[src/rtl/ahb_pkg.sv]
// Shared AHB-Lite types and constants for the DMA initiator.
package ahb_pkg;

  typedef enum logic [1:0] {
    HTRANS_IDLE   = 2'b00,
    HTRANS_NONSEQ = 2'b10
  } htrans_t;

  localparam logic [2:0] HSIZE_WORD = 3'b010;

  typedef enum logic [2:0] {
    ST_IDLE    = 3'd0,
    ST_RD_ADDR = 3'd1,
    ST_RD_DATA = 3'd2,
    ST_WR_ADDR = 3'd3,
    ST_WR_DATA = 3'd4,
    ST_FINISH  = 3'd5
  } dma_state_t;

  // Word-align a byte address (low two bits are don't-care on input).
  function automatic logic [31:0] word_align(input logic [31:0] a);
    return a & 32'hFFFF_FFFC;
  endfunction

endpackage

[src/rtl/ahb_dma_master.sv]
// Single-channel AHB-Lite word-copy initiator: read one word, write it, repeat.
//
// state      | meaning
// -----------+--------------------------------------------------------
// ST_IDLE    | waiting for start; bus idle
// ST_RD_ADDR | read address phase (NONSEQ, HADDR=src)
// ST_RD_DATA | read data phase; capture HRDATA when HREADY
// ST_WR_ADDR | write address phase (NONSEQ, HADDR=dst)
// ST_WR_DATA | write data phase; HWDATA=buffer until HREADY
// ST_FINISH  | one-cycle done pulse, then back to idle
module ahb_dma_master
  import ahb_pkg::*;
#(
  parameter int MAX_LEN_W = 16
) (
  input  logic                 HCLK,
  input  logic                 HRESET,
  input  logic                 start,
  input  logic [31:0]          src_addr,
  input  logic [31:0]          dst_addr,
  input  logic [MAX_LEN_W-1:0] len,
  output logic                 busy,
  output logic                 done,
  output logic                 err,
  output logic [31:0]          HADDR,
  output logic                 HWRITE,
  output logic [1:0]           HTRANS,
  output logic [2:0]           HSIZE,
  output logic [31:0]          HWDATA,
  input  logic [31:0]          HRDATA,
  input  logic                 HREADY,
  input  logic                 HRESP
);

  dma_state_t           state;
  htrans_t              htrans_q;
  logic [31:0]          src_q;
  logic [31:0]          dst_q;
  logic [31:0]          buf_q;
  logic [MAX_LEN_W-1:0] count_q;

  assign HTRANS = htrans_q;
  assign HSIZE  = HSIZE_WORD;

  // Transfer sequencer; every bus output is set on entry to the state that owns it.
  always_ff @(posedge HCLK or posedge HRESET) begin
    if (HRESET) begin
      state    <= ST_IDLE;
      htrans_q <= HTRANS_IDLE;
      HADDR    <= '0;
      HWRITE   <= 1'b0;
      HWDATA   <= '0;
      busy     <= 1'b0;
      done     <= 1'b0;
      err      <= 1'b0;
      src_q    <= '0;
      dst_q    <= '0;
      buf_q    <= '0;
      count_q  <= '0;
    end else begin
      case (state)
        ST_IDLE: begin
          if (start) begin
            src_q   <= word_align(src_addr);
            dst_q   <= word_align(dst_addr);
            count_q <= len;
            err     <= 1'b0;
            busy    <= 1'b1;
            if (len == '0) begin
              state <= ST_FINISH;
              done  <= 1'b1;
            end else begin
              state    <= ST_RD_ADDR;
              htrans_q <= HTRANS_NONSEQ;
              HWRITE   <= 1'b0;
              HADDR    <= word_align(src_addr);
            end
          end
        end
        ST_RD_ADDR: begin
          state    <= ST_RD_DATA;
          htrans_q <= HTRANS_IDLE;
        end
        ST_RD_DATA: begin
          if (HREADY) begin
            if (HRESP) begin
              err   <= 1'b1;
              done  <= 1'b1;
              state <= ST_FINISH;
            end else begin
              buf_q    <= HRDATA;
              src_q    <= src_q + 32'd4;
              state    <= ST_WR_ADDR;
              htrans_q <= HTRANS_NONSEQ;
              HWRITE   <= 1'b1;
              HADDR    <= dst_q;
            end
          end
        end
        ST_WR_ADDR: begin
          state    <= ST_WR_DATA;
          htrans_q <= HTRANS_IDLE;
          HWDATA   <= buf_q;
        end
        ST_WR_DATA: begin
          if (HREADY) begin
            HWDATA  <= '0;
            dst_q   <= dst_q + 32'd4;
            count_q <= count_q - 1'b1;
            if (HRESP) begin
              err   <= 1'b1;
              done  <= 1'b1;
              state <= ST_FINISH;
            end else if (count_q == MAX_LEN_W'(1)) begin
              done  <= 1'b1;
              state <= ST_FINISH;
            end else begin
              state    <= ST_RD_ADDR;
              htrans_q <= HTRANS_NONSEQ;
              HWRITE   <= 1'b0;
              HADDR    <= src_q;
            end
          end
        end
        ST_FINISH: begin
          done  <= 1'b0;
          busy  <= 1'b0;
          state <= ST_IDLE;
        end
        default: begin
          state    <= ST_IDLE;
          htrans_q <= HTRANS_IDLE;
          done     <= 1'b0;
          busy     <= 1'b0;
        end
      endcase
    end
  end

endmodule

[config.mk]
export PLATFORM = sky130hd
export DESIGN_NAME = ahb_dma_master
export DESIGN_NICKNAME = d
export VERILOG_FILES = /design/src/rtl/ahb_pkg.sv /design/src/rtl/ahb_dma_master.sv
export SDC_FILE = /design/constraint.sdc
export NUM_CORES = 1
export LEC_CHECK = 0
export ABC_AREA = 1
export BUFFER_PORTS_ARGS = -buffer_cell sky130_fd_sc_hd__buf_2
export CORE_MARGIN = 4
export CORE_UTILIZATION = 52
export CTS_CLUSTER_SIZE = 16
export DETAILED_ROUTE_END_ITERATION = 16
export PLACE_DENSITY = 0.75
export SETUP_SLACK_MARGIN = 0.15
export SLEW_MARGIN = 10
export SYNTH_ARGS = -nofsm -noshare
export SYNTH_HDL_FRONTEND = slang
export SYNTH_SLANG_ARGS = --single-unit
[constraint.sdc]
create_clock -name HCLK -period 6.8 [get_ports HCLK]
set_input_delay 0.68 -clock HCLK [delete_from_list [all_inputs] [get_ports HCLK]]
set_output_delay 0.68 -clock HCLK [all_outputs]
set_load 0.005 [all_outputs]
## Word-level counts from Yosys, hierarchy flattened

Index checks and enable logic that the tools add are counted.

- $add $sub $neg: 3
- Equal/unequal tests: 18
- Multiplexer cells: 56
- Bitwise gates (word level): 4
- Reduce and logical (&&, ||, !) cells: 20

Operators by type and width:

| operator | number |
|---|---|
| two-way mux 32 bit | 13 |
| case mux 32 bit (2 select lines) | 3 |
| case mux 32 bit (3 select lines) | 1 |
| adder 32 x 3 -> 32 bit, second input constant | 2 |
| two-way mux 16 bit | 2 |
| case mux 16 bit (2 select lines) | 1 |
| two-way mux 3 bit | 7 |
| inequality test 2 bit, second input constant | 9 |
| equality test 16 x 1 -> 1 bit, second input constant | 1 |
| zero test 16 bit | 1 |
| two-way mux 1 bit | 16 |
| AND reduction 8 bit | 2 |
| subtractor 16 x 1 -> 16 bit, second input constant | 1 |
| case mux 3 bit (5 select lines) | 1 |
| two-way mux 2 bit | 7 |
| AND reduction 3 bit | 3 |
| case mux 2 bit (4 select lines) | 1 |
| AND reduction 4 bit | 2 |
| nonzero test 2 bit | 4 |
| AND reduction 7 bit | 1 |
| equality test 3 x 2 -> 1 bit, second input constant | 2 |
| equality test 3 bit, second input constant | 2 |
| inequality test 2 x 1 -> 1 bit, second input constant | 2 |
| inverter 1 bit | 4 |
| 10 further kinds | 13 |

- Register bits after elaboration: 185
- Input bits: 117
- Output and inout port bits: 73
- Logic and storage cells: 113

## Depth between registers and ports, before layout

- Depth in word-level cells: 5
- Depth in mapped cells: 12
- Gate-level depth less buffers: 10

## Worst setup path before layout

Ideal clock, no wire load.

- Kind: input port to flip-flop
- From: input port len[2]
- To: register HADDR[14]
- Setup time: 121 ps
- Data arrival time: 1465 ps
- Data required time: 6679 ps
- Path slack: 5214 ps
- Cell stages on the path: 9
- Buffers on the path: 1
- Cell sequence: nor2_1 > nand2_1 > nor2_1 > nand3_1 > nand3_4 > nor2_4 > buf_6 > nand2_1 > nand2_1

- Word-level cells in the longest chain between the ends: 3

Ends and longest elaborated chain:

| what | line | RTL |
|---|---|---|
| start, declared | ahb_dma_master.sv:21 | `input logic [MAX_LEN_W-1:0] len,` |
| zero test 16 bit | ahb_dma_master.sv:69 | `if (len == '0) begin` |
| inequality test 2 bit (no line) | n/a |  |
| AND reduction 8 bit (no line) | n/a |  |
| end signal, assigned | ahb_dma_master.sv:76 | `HADDR <= word_align(src_addr);` |
| end signal, assigned | ahb_dma_master.sv:96 | `HADDR <= dst_q;` |
| end signal, assigned | ahb_dma_master.sv:121 | `HADDR <= src_q;` |
| end, declared | ahb_dma_master.sv:25 | `output logic [31:0] HADDR,` |

Every way passes these cells.
A chain may end at the register's enable or synchronous reset.

## Worst setup path after layout

- From: register state[1]
- To: register dst_q[5]

- Word-level cells in the longest chain between the ends: 3
- Elaborated cells between the ends (all ways): 7
- Those cells by class: 3 x eq/ne; 1 x mux; 3 x reduce/logical

Ends and longest elaborated chain:

| what | line | RTL |
|---|---|---|
| start, declared | ahb_dma_master.sv:35 | `dma_state_t state;` |
| start signal, assigned | ahb_dma_master.sv:48 | `state <= ST_IDLE;` |
| start signal, assigned | ahb_dma_master.sv:70 | `state <= ST_FINISH;` |
| start signal, assigned | ahb_dma_master.sv:73 | `state <= ST_RD_ADDR;` |
| equality test 3 bit / zero test 3 bit (equally long branches) | ahb_dma_master.sv:61 | `case (state)` |
| inequality test 2 bit (no line) / nonzero test 2 bit (equally long branches) | n/a |  |
| AND reduction 3 bit (no line) | n/a |  |
| end signal, assigned | ahb_dma_master.sv:65 | `dst_q <= word_align(dst_addr);` |
| end signal, assigned | ahb_dma_master.sv:108 | `dst_q <= dst_q + 32'd4;` |
| end, declared | ahb_dma_master.sv:38 | `logic [31:0] dst_q;` |

Several ways; a longest one is shown, not always the timed one.

==> run_results.csv <==
group,metric,value,unit
final_layout,final_layout_size_suffix_gt1_share,15.1,%
final_layout,final_nets,1798,
cts,clock_latency,450,ps
final_layout,design_area,0.0122,mm2
floorplanning,fp.dieH,151,um
floorplanning,die_area,0.0229,mm2
worst_hold_path,min-delay-path-class,"input pin to async pin",
cts,postCtsSetupRepairBufs,0,
power_and_ir_drop,p_leak,6.25,nW
cts,cts.sinks,179,
detailed_routing,drt-total-wl,31900,um
synth,synth_seq_cells,179,
synth,synth.mux.area_fraction,0,%
floorplanning,die_w,151,um
power_and_ir_drop,fin_total_pwr,5.54,mW
global_route,grt_pass1_vias,9713,
sta,rsz0062_at_grt,"false",
final_layout,antenna_cells,0,
setup_path,critPathLaunchType,"flop",
final_layout,post-route-util,60.4,%
sta,fin_ws,3500,ps
global_route,antenna_found_initial,0,
synth,synth_simple_gate_area_share,32.4,%
sta,fin_crit,3300,ps
synth,synth_xor_area_share,0.821,%
sta,setup_tns,0,ps
setup_path,cp.required,7130,ps
final_layout,n_fill_cell,1952,
floorplanning,io-pin-count,190,
sta,skew,15.9,ps
final_layout,final_cells,1960,
sta,worstMarginPinSlew,1140,ps
setup_path,arrival,3630,ps
global_route,grt_max_degree,102,
placed_design,globalplace.congestion,0.925,
placed_design,detailed_place_hpwl,22400,um
cts,cts_buffers,17,
detailed_routing,wl_per_cell,16.3,um
power_and_ir_drop,power_density,453,mW/mm2
synth,synth_edf_count,0,
synth,synth_compound_area_share,13.8,%
floorplanning,num_rows,52,
cts,cts_hold_buf,0,
synth,synth_fa_ha_area_share,0.469,%
synth,netlist_instances,1542,
synth,ys_types,38,
detailed_routing,drt_iter0_drc,945,
synth,synth_warnings,0,
detailed_routing,via_per_inst,5.38,
cts,ctsResizeCount,0,
sta,holdWs,442,ps
placed_design,placed_cell_area,0.0116,mm2
cts,cts_tree,"built",
synth,synth_top_family_by_area,"simple AND/OR/NAND/NOR gates",
global_route,grt.total_usage,28.0,%
placed_design,dpl.cell_count,1928,
synth,synth-seq-area-share,42.0,%
setup_path,worst_setup_path_end_kind,"flop",
sta,relSlewSlack,23.6,%
outcome,outcome,"finished, final reports clean",
placed_design,io_buffers,181,
cts,cts_root_buf,"clkbuf_16",
sta,report.final.slew_viol_count,0,
cts,cts.path.max_buffers,2,
cts,htreeDepth,4,
detailed_routing,dr.pass1.iters,6,
cts,path_clk_slew,80,ps
detailed_routing,vias,10600,
detailed_routing,drcViolationCount,0,
global_route,grt_pass1_wl,50300,um
sta,report.final.hold_viol_count,0,
synth,avgSynthCellArea,6.92,um2
floorplanning,start_util,52.7,%
run,cap_violations,0,
floorplanning,core-area,0.0202,mm2
sta,clock.fmax,303,MHz
sta,setup_viol,0,
detailed_routing,ant_nets,0,
final_layout,final_cell_mix,"471 x nand2_1, 182 x inv_1, 182 x nor2_1",
setup_path,path_max_fanout,66,
final_layout,area_growth,14.6,%
power_and_ir_drop,peakVddDrop,0.000225,V
sta,period_share,48.5,%
synth,synth_ff_type,"dfrtp_1",
final_layout,layout_commonest_cell,"nand2_1",
synth,netlist_area,0.0107,mm2
global_route,grt-ovfl-total,0,
synth,async_flop_share,100,%
setup_path,worst-setup-path-type,"flop to flop",
placed_design,place_ws,3500,ps
-- cells by family after synthesis --
group / after synthesis
other: 2
flip-flops: 179
adder cells (fa/ha/maj): 4
XOR/XNOR: 10
AO/OA/AOI/OAI: 251
AND/OR/NAND/NOR: 833
buffers and inverters: 263
-- cell type report --
| class | count | area (um2) | share of cell area (%) |
|---|---|---|---|
| clock inverter | 15 | 233 | 1.90 |
| clock buffer | 17 | 425 | 3.48 |
| sequential | 179 | 4480 | 36.6 |
| multi-input combinational | 1102 | 5080 | 41.6 |
| timing repair buffer | 186 | 943 | 7.72 |
| tap | 270 | 338 | 2.76 |
| inverter | 191 | 724 | 5.93 |
-- power breakdown --
group	switching, mW	total [mW]	leakage [nW]	internal (mW)
clock network	0.565	1.10	0.316	0.531
registers	0.463	2.06	2.12	1.59
logic	1.56	2.39	3.81	0.829
-- worst max-delay path, cell delays in order, from the launching register on --
cell     delay (ps)
dfrtp_1         510
nor2_4          210
nand2_2          80
inv_2            70
nand2_2         410
nand2_2        1040
inv_2           540
a21oi_1         240
a21oi_1          60
-- flip-flops by register name (all words and copies together), names as in the netlist --
name and cells:
HWDATA 32, HADDR 31, done 1, HWRITE 1, err 1, src_q 30, HTRANS 1, count_q 16
dst_q 30, state 3, busy 1, buf_q 32
-- path summary, 6_finish.rpt --
path	from	to	slack (ps)	cells past startpoint
setup reg to reg	state[1]$_DFFE_PP0P_	dst_q[5]$_DFFE_PP0P_	3500	8
setup / recovery	state[1]$_DFFE_PP0P_	dst_q[5]$_DFFE_PP0P_	3500	8
max in group asynchronous	HRESET	count_q[2]$_DFFE_PP0P_	4790	3
hold reg to reg	HWDATA[22]$_DFFE_PP0P_	HWDATA[22]$_DFFE_PP0P_	510	2
hold / removal	HRESET	HADDR[1]$_DFFE_PP0P_	440	2
min in group HCLK	start	err$_DFFE_PP0P_	460	2
-- per-layer routing --
layer  global-route usage [%]  part of all wire [%]  vias to the layer above
met3                     7.51                   9.2                       74
met5                        0                     0                        -
met2                     42.6                    45                      429
met1                     37.6                    42                     4877
met4                     12.1                   4.1                        0
li1                         -                     -                     5170
-- cells in the mapped netlist, types with 5 or more instances --
cell | count | area share (%)
a21oi_1 | 62 | 2.9
xor2_1 | 7 | 0.57
inv_1 | 183 | 6.4
o211ai_1 | 6 | 0.42
dfrtp_1 | 179 | 42
nand2_1 | 471 | 17
nor2_1 | 182 | 6.4
nand4_1 | 9 | 0.53
o21ai_1 | 13 | 0.61
clkbuf_1 | 20 | 0.70
buf_2 | 31 | 1.5
nand3b_1 | 5 | 0.35
nand2_2 | 6 | 0.35
buf_4 | 11 | 0.77
o21ai_0 | 104 | 4.9
inv_2 | 7 | 0.25
o21bai_1 | 33 | 2.3
buf_6 | 7 | 0.74
nand3_1 | 139 | 6.5
or2_2 | 9 | 0.53
o221ai_1 | 25 | 2.1
(Power assumes the default switching activity.)
